**src/rtl/alu_share_ctrl.sv**
```systemverilog
// rtl/alu_share_ctrl.sv - shares one combinational ALU between two requesters.
// Define ALU_SHARE_RR_EN for round-robin arbitration; default is fixed priority to port 0.
module alu_share_ctrl #(
    parameter int WIDTH   = 21,
    parameter int OPW     = 5,
    parameter int MUL_LAT = 2,
    parameter int DIV_LAT = 4
) (
    input  logic             clk,
    input  logic             rst,
    input  logic             req0_valid,
    output logic             req0_ready,
    input  logic [WIDTH-1:0] req0_a,
    input  logic [WIDTH-1:0] req0_b,
    input  logic [OPW-1:0]   req0_op,
    input  logic             req1_valid,
    output logic             req1_ready,
    input  logic [WIDTH-1:0] req1_a,
    input  logic [WIDTH-1:0] req1_b,
    input  logic [OPW-1:0]   req1_op,
    output logic             rsp0_valid,
    input  logic             rsp0_ready,
    output logic [WIDTH-1:0] rsp0_data,
    output logic             rsp0_zero,
    output logic             rsp1_valid,
    input  logic             rsp1_ready,
    output logic [WIDTH-1:0] rsp1_data,
    output logic             rsp1_zero,
    output logic [WIDTH-1:0] alu_a,
    output logic [WIDTH-1:0] alu_b,
    output logic [OPW-1:0]   alu_sel,
    input  logic [WIDTH-1:0] alu_c,
    input  logic             alu_z
);
    localparam int MAXL = (MUL_LAT > DIV_LAT) ? MUL_LAT : DIV_LAT;
    localparam int CW   = $clog2(MAXL + 1);

    typedef enum logic [1:0] {IDLE, EXEC, RESP} state_t;

    state_t           state_q, state_d;
    logic [CW-1:0]    cnt_q, cnt_d;
    logic             owner_q, owner_d;
    logic [WIDTH-1:0] alu_a_q, alu_a_d, alu_b_q, alu_b_d;
    logic [OPW-1:0]   alu_sel_q, alu_sel_d;
    logic [WIDTH-1:0] rsp0_data_q, rsp0_data_d, rsp1_data_q, rsp1_data_d;
    logic             rsp0_zero_q, rsp0_zero_d, rsp1_zero_q, rsp1_zero_d;
    logic             grant0, grant1, accept, pick1, rsp_done;
    logic [OPW-1:0]   acc_op;

`ifdef ALU_SHARE_RR_EN
    // ptr holds the port granted last; the other port wins a tie.
    logic ptr_q, ptr_d;
    assign pick1 = ~ptr_q;
`else
    assign pick1 = 1'b0;
`endif

    assign grant0   = req0_valid & ~(req1_valid & pick1);
    assign grant1   = req1_valid & (~req0_valid | pick1);
    assign accept   = (state_q == IDLE) & (grant0 | grant1);
    assign acc_op   = grant1 ? req1_op : req0_op;
    assign rsp_done = (state_q == RESP) & (owner_q ? rsp1_ready : rsp0_ready);

    always_ff @(posedge clk) begin
        if (rst) begin
            state_q     <= IDLE;
            cnt_q       <= '0;
            owner_q     <= 1'b0;
            alu_a_q     <= '0;
            alu_b_q     <= '0;
            alu_sel_q   <= '0;
            rsp0_data_q <= '0;
            rsp0_zero_q <= 1'b0;
            rsp1_data_q <= '0;
            rsp1_zero_q <= 1'b0;
`ifdef ALU_SHARE_RR_EN
            ptr_q       <= 1'b1;
`endif
        end else begin
            state_q     <= state_d;
            cnt_q       <= cnt_d;
            owner_q     <= owner_d;
            alu_a_q     <= alu_a_d;
            alu_b_q     <= alu_b_d;
            alu_sel_q   <= alu_sel_d;
            rsp0_data_q <= rsp0_data_d;
            rsp0_zero_q <= rsp0_zero_d;
            rsp1_data_q <= rsp1_data_d;
            rsp1_zero_q <= rsp1_zero_d;
`ifdef ALU_SHARE_RR_EN
            ptr_q       <= ptr_d;
`endif
        end
    end

    always_comb begin
        state_d = state_q;
        case (state_q)
            IDLE:    if (accept) state_d = EXEC;
            EXEC:    if (cnt_q == CW'(1)) state_d = RESP;
            RESP:    if (rsp_done) state_d = IDLE;
            default: state_d = IDLE;
        endcase
    end

    always_comb begin
        cnt_d       = cnt_q;
        owner_d     = owner_q;
        alu_a_d     = alu_a_q;
        alu_b_d     = alu_b_q;
        alu_sel_d   = alu_sel_q;
        rsp0_data_d = rsp0_data_q;
        rsp0_zero_d = rsp0_zero_q;
        rsp1_data_d = rsp1_data_q;
        rsp1_zero_d = rsp1_zero_q;
`ifdef ALU_SHARE_RR_EN
        ptr_d       = ptr_q;
`endif
        if (accept) begin
            owner_d   = grant1;
            alu_a_d   = grant1 ? req1_a : req0_a;
            alu_b_d   = grant1 ? req1_b : req0_b;
            alu_sel_d = acc_op;
            if (acc_op == OPW'(5'b01001))      cnt_d = CW'(MUL_LAT);
            else if (acc_op == OPW'(5'b01010)) cnt_d = CW'(DIV_LAT);
            else                               cnt_d = CW'(1);
`ifdef ALU_SHARE_RR_EN
            ptr_d     = grant1;
`endif
        end
        if (state_q == EXEC) begin
            cnt_d = cnt_q - CW'(1);
            if (cnt_q == CW'(1)) begin
                if (owner_q) begin
                    rsp1_data_d = alu_c;
                    rsp1_zero_d = alu_z;
                end else begin
                    rsp0_data_d = alu_c;
                    rsp0_zero_d = alu_z;
                end
            end
        end
    end

    always_comb begin
        req0_ready = (state_q == IDLE) & grant0;
        req1_ready = (state_q == IDLE) & grant1;
        rsp0_valid = (state_q == RESP) & ~owner_q;
        rsp1_valid = (state_q == RESP) & owner_q;
    end

    assign rsp0_data = rsp0_data_q;
    assign rsp0_zero = rsp0_zero_q;
    assign rsp1_data = rsp1_data_q;
    assign rsp1_zero = rsp1_zero_q;
    assign alu_a     = alu_a_q;
    assign alu_b     = alu_b_q;
    assign alu_sel   = alu_sel_q;
endmodule

```
**config.mk**
```make
export PLATFORM = sky130hd
export DESIGN_NAME = alu_share_ctrl
export DESIGN_NICKNAME = d
export VERILOG_FILES = /design/src/rtl/alu_share_ctrl.sv
export SDC_FILE = /design/constraint.sdc
export NUM_CORES = 1
export LEC_CHECK = 0
export BUFFER_PORTS_ARGS = -buffer_cell sky130_fd_sc_hd__buf_2
export CAP_MARGIN = 40
export CORE_ASPECT_RATIO = 0.6
export CORE_MARGIN = 3
export CORE_UTILIZATION = 41
export CTS_CLUSTER_SIZE = 12
export DETAILED_ROUTE_END_ITERATION = 6
export HOLD_SLACK_MARGIN = 0.02
export PLACE_DENSITY = 0.75
export SLEW_MARGIN = 20
export SYNTH_ARGS = -nofsm -noshare
export SYNTH_HDL_FRONTEND = slang
export SYNTH_SLANG_ARGS = --single-unit
```
**constraint.sdc**
```tcl
create_clock -name clk -period 1.3 [get_ports clk]
set_clock_uncertainty 0.1 [all_clocks]
set_input_delay 0.26 -clock clk [delete_from_list [all_inputs] [get_ports clk]]
set_output_delay 0.26 -clock clk [all_outputs]
set_load 0.005 [all_outputs]
```
==> summary.txt <==
Outcome
  – Outcome: complete, but fails checks
  – Violated checks: negative setup slack

Placement
  – Port buffer count: roughly 220
  – DP HPWL: 9400 um
  – Routability congestion estimate: just over 0.8

Yosys
  – Post-Synthesis Net Count: 586
  – Avg Cell Area, Syn: ~9.1 um2
  – Number of cells produced by synthesis: about 460
  – Number of warnings printed during yosys synthesis: 0
  – Yosys top cell area share: 0.464
  – Proportion of synthesized flip-flops having asynchronous set or reset: 0
  – Top area cells in the synthesized netlist: sky130_fd_sc_hd__dfxtp_1 46%, sky130_fd_sc_hd__mux2i_1 12%, sky130_fd_sc_hd__nand2_1 8.3%, sky130_fd_sc_hd__a21oi_1 5.7%, sky130_fd_sc_hd__a211oi_1 5.7%
  – Cell variety after synth: 35
  – Dominant synthesized flop cell: sky130_fd_sc_hd__dfxtp_1
  – Share of synthesized area occupied by flip-flops and latches: 0.464
  – Post-synth EDFFs: 0
  – Summed instance area of the synthesized netlist: 4190 um2
  – Synthesis-stage register bit count: 97
  – Library cell occupying the most area in the post-synthesis netlist: sky130_fd_sc_hd__dfxtp_1

Flow run
  – Max Cap Violations: 0

Critical path
  – Startpoint class of the critical path: register
  – Signal arrival time at the worst endpoint: 1270 ps
  – Worst reg2reg path startpoint: state_q[1]$_SDFFE_PP0P_
  – WP data required: 940 ps
  – Highest net fanout along the worst path: 3
  – Crit Path Class: register to primary output
  – Launch point of the critical path: state_q[1]$_SDFFE_PP0P_
  – Reg2Reg Setup Slack: -310 ps
  – Kind of capture point of the worst setup path: primary output

Global route
  – Number of global-route vias before repair: 4111
  – Global router's overall resource usage: 0.212
  – Largest net degree at the start of global routing: 39
  – Global-route wire length before repair: 20000 um
  – Overflow left after global routing: 0
  – Antenna violations before repair: 0

Pwr
  – Overall power: 0.0103 W
  – Power density of the placed cells: between 1000 and 1500 nW/um2
  – Leakage power summed over all cells: 3.24 nW
  – VDD IR max: 865 uV

Routing
  – Routed wire per std cell: 17.5 um
  – Initial drt markers: 197
  – Final ANT Viol Nets: 0
  – Detailed Route WL: 15000 um
  – Drc violations: 0
  – Pre-Repair DR Iteration Count: 5
  – Via-to-Cell Ratio: 5.21
  – Via count: 4453

STA
  – Transition at the pin with the smallest max-transition slack: 488 ps
  – Final-report setup violation count: 100
  – Minimum period implied by the final worst setup slack: 1630 ps
  – Unrepaired setup endpoints after global routing: yes
  – Final period utilization: 1.25
  – Max_slew headroom: 0.674
  – Pins over their slew limit: 0
  – FMAX: a little over 600 MHz
  – Count of endpoints failing hold in the final timing report: 0
  – Post-route setup TNS: -21940 ps
  – Post-route worst setup slack: -325 ps

Finish
  – Filler cells: 685
  – Fraction of final layout cells sized beyond drive strength 1: 0.598
  – Inserted Diodes: 0
  – Net count reported at finish: 843
  – Synthesis-to-layout area growth: 64.4%

Floorplan
  – Core area: between 9000 and 10000 um2
  – Row Count: 27
  – Die Area: 11500 um2
  – Die span in y: approximately 84 um
  – Die span in x: roughly 140 um
  – Boundary Pins: 217
  – Initial cell density of the core: 0.438

Hold path
  – Worst min-delay path startpoint: alu_z
  – Hold WC Path Type: input pin to register

Clocking
  – # H-tree levels: 3
  – TritonCTS clock tree: yes
  – Cts hold-fix bufs: 0
  – Clk_lat worst skew: about 340 ps
  – Clock buffers created by TritonCTS: 9
  – TritonCTS Sinks: 97
  – Clock-pin transition on the worst setup and hold timing paths: 80 ps
  – Buffer cell driving the clock tree root: sky130_fd_sc_hd__clkbuf_16
  – Bufs on Longest Clock Path: 2
-- area by class of cell --
type	instances	area, um2	area share
tap	130	163	0.0236
sequential	97	1960	0.284
multi-input combinational	328	2530	0.368
inverter	5	18.8	0.00273
clock inverter	6	75.1	0.0109
timing repair buffer	278	1900	0.276
clock buffer	10	239	0.0347
-- cells in the final DEF, fill, tap and decap left out, drive strengths merged, types with 2 or more instances in the layout --
cell,instances
a211oi,47
a21oi,48
and2,4
and2b,2
and3b,2
buf,273
clkbuf,15
clkinvlp,3
dfxtp,97
ha,2
inv,7
mux2i,49
nand2,93
nand2b,2
nor2,51
nor3,2
nor3b,5
o211ai,4
o21a,2
o21ai,3
xor2,2
-- per-layer routing --
layer | share of wire | track usage
met1 | 0.42 | 0.274
met3 | 0.082 | 0.0449
met2 | 0.48 | 0.361
met4 | 0.013 | 0.0586
met5 | 0 | 0
-- synthesized netlist by cell type, types with 2 or more instances --
cell	instances
sky130_fd_sc_hd__nand2b_1	2
sky130_fd_sc_hd__buf_4	5
sky130_fd_sc_hd__clkbuf_1	10
sky130_fd_sc_hd__mux2i_1	49
sky130_fd_sc_hd__o21ai_0	3
sky130_fd_sc_hd__nor2_1	50
sky130_fd_sc_hd__and3b_1	2
sky130_fd_sc_hd__nor3_1	2
sky130_fd_sc_hd__buf_2	10
sky130_fd_sc_hd__ha_1	2
sky130_fd_sc_hd__a211oi_2	15
sky130_fd_sc_hd__a211oi_1	32
sky130_fd_sc_hd__buf_6	11
sky130_fd_sc_hd__xor2_1	2
sky130_fd_sc_hd__nor3b_1	5
sky130_fd_sc_hd__inv_1	5
sky130_fd_sc_hd__a21oi_1	48
sky130_fd_sc_hd__o211ai_1	4
sky130_fd_sc_hd__nand2_1	93
sky130_fd_sc_hd__dfxtp_1	97
-- state kept, by name, summed over array words and instances, names as in the netlist --
signal,flops
alu_sel,5
rsp0_data,21
alu_a,21
cnt_q,3
rsp1_zero,1
owner_q,1
rsp1_data,21
rsp0_zero,1
alu_b,21
state_q,2
-- where the power goes --
part           switching [W]  internal, W  total (W)
registers           0.000315      0.00342    0.00373
logic                0.00181      0.00194    0.00375
clock network        0.00122      0.00157    0.00280
-- cell families (layout without fill, tap and decap cells) --
| logic type | Yosys count | in the layout | synth area share |
|---|---|---|---|
| AO/OA/AOI/OAI | 105 | 106 | 0.176 |
| XOR/XNOR | 3 | 3 | 0.00628 |
| adder cells (fa/ha/maj) | 2 | 2 | 0.00598 |
| buffers and inverters | 42 | 299 | 0.0649 |
| flip-flops | 97 | 97 | 0.464 |
| multiplexers | 50 | 50 | 0.120 |
| AND/OR/NAND/NOR | 163 | 167 | 0.163 |
-- per-stage QoR --
stage / setup slack, ps / hold slack (ps) / utilization / instances / area (um2)
finish: -325 / 73.5 / 0.720 / 854 / 6880
global route: -366 / 64.2 / 0.720 / 854 / 6880
CTS: -307 / 58.6 / 0.633 / 828 / 6050
detailed placement: -333 / 344 / 0.582 / 805 / 5570
global placement: -229 / 339 / 0.582 / 805 / 5570
floorplan: -110 / 296 / - / 462 / 4250
-- worst paths after layout --
path,to,depth (start not counted)
worst min register to register,rsp0_data[12]$_SDFFE_PP0P_,2
worst max-delay path,req0_ready,6
worst max register to register,rsp1_data[8]$_SDFFE_PP0P_,7
worst min-delay path,rsp1_zero$_SDFFE_PP0P_,3
-- worst max-delay path, cell delays in order, from the launching register on --
cell and delay [ps]:
sky130_fd_sc_hd__dfxtp_4 360, sky130_fd_sc_hd__buf_6 120, sky130_fd_sc_hd__nor2_4 130, sky130_fd_sc_hd__buf_6 130, sky130_fd_sc_hd__nand2_4 50, sky130_fd_sc_hd__inv_2 50
sky130_fd_sc_hd__buf_6 90
-- timing repair --
item,4_1_cts,5_1_grt
setup buffers,5,16
gates cloned,2,12
resized for setup,26,143
setup endpoints to repair,99,100
hold endpoints to repair,0,0
pin swaps,7,53
(Power assumes the default switching activity.)
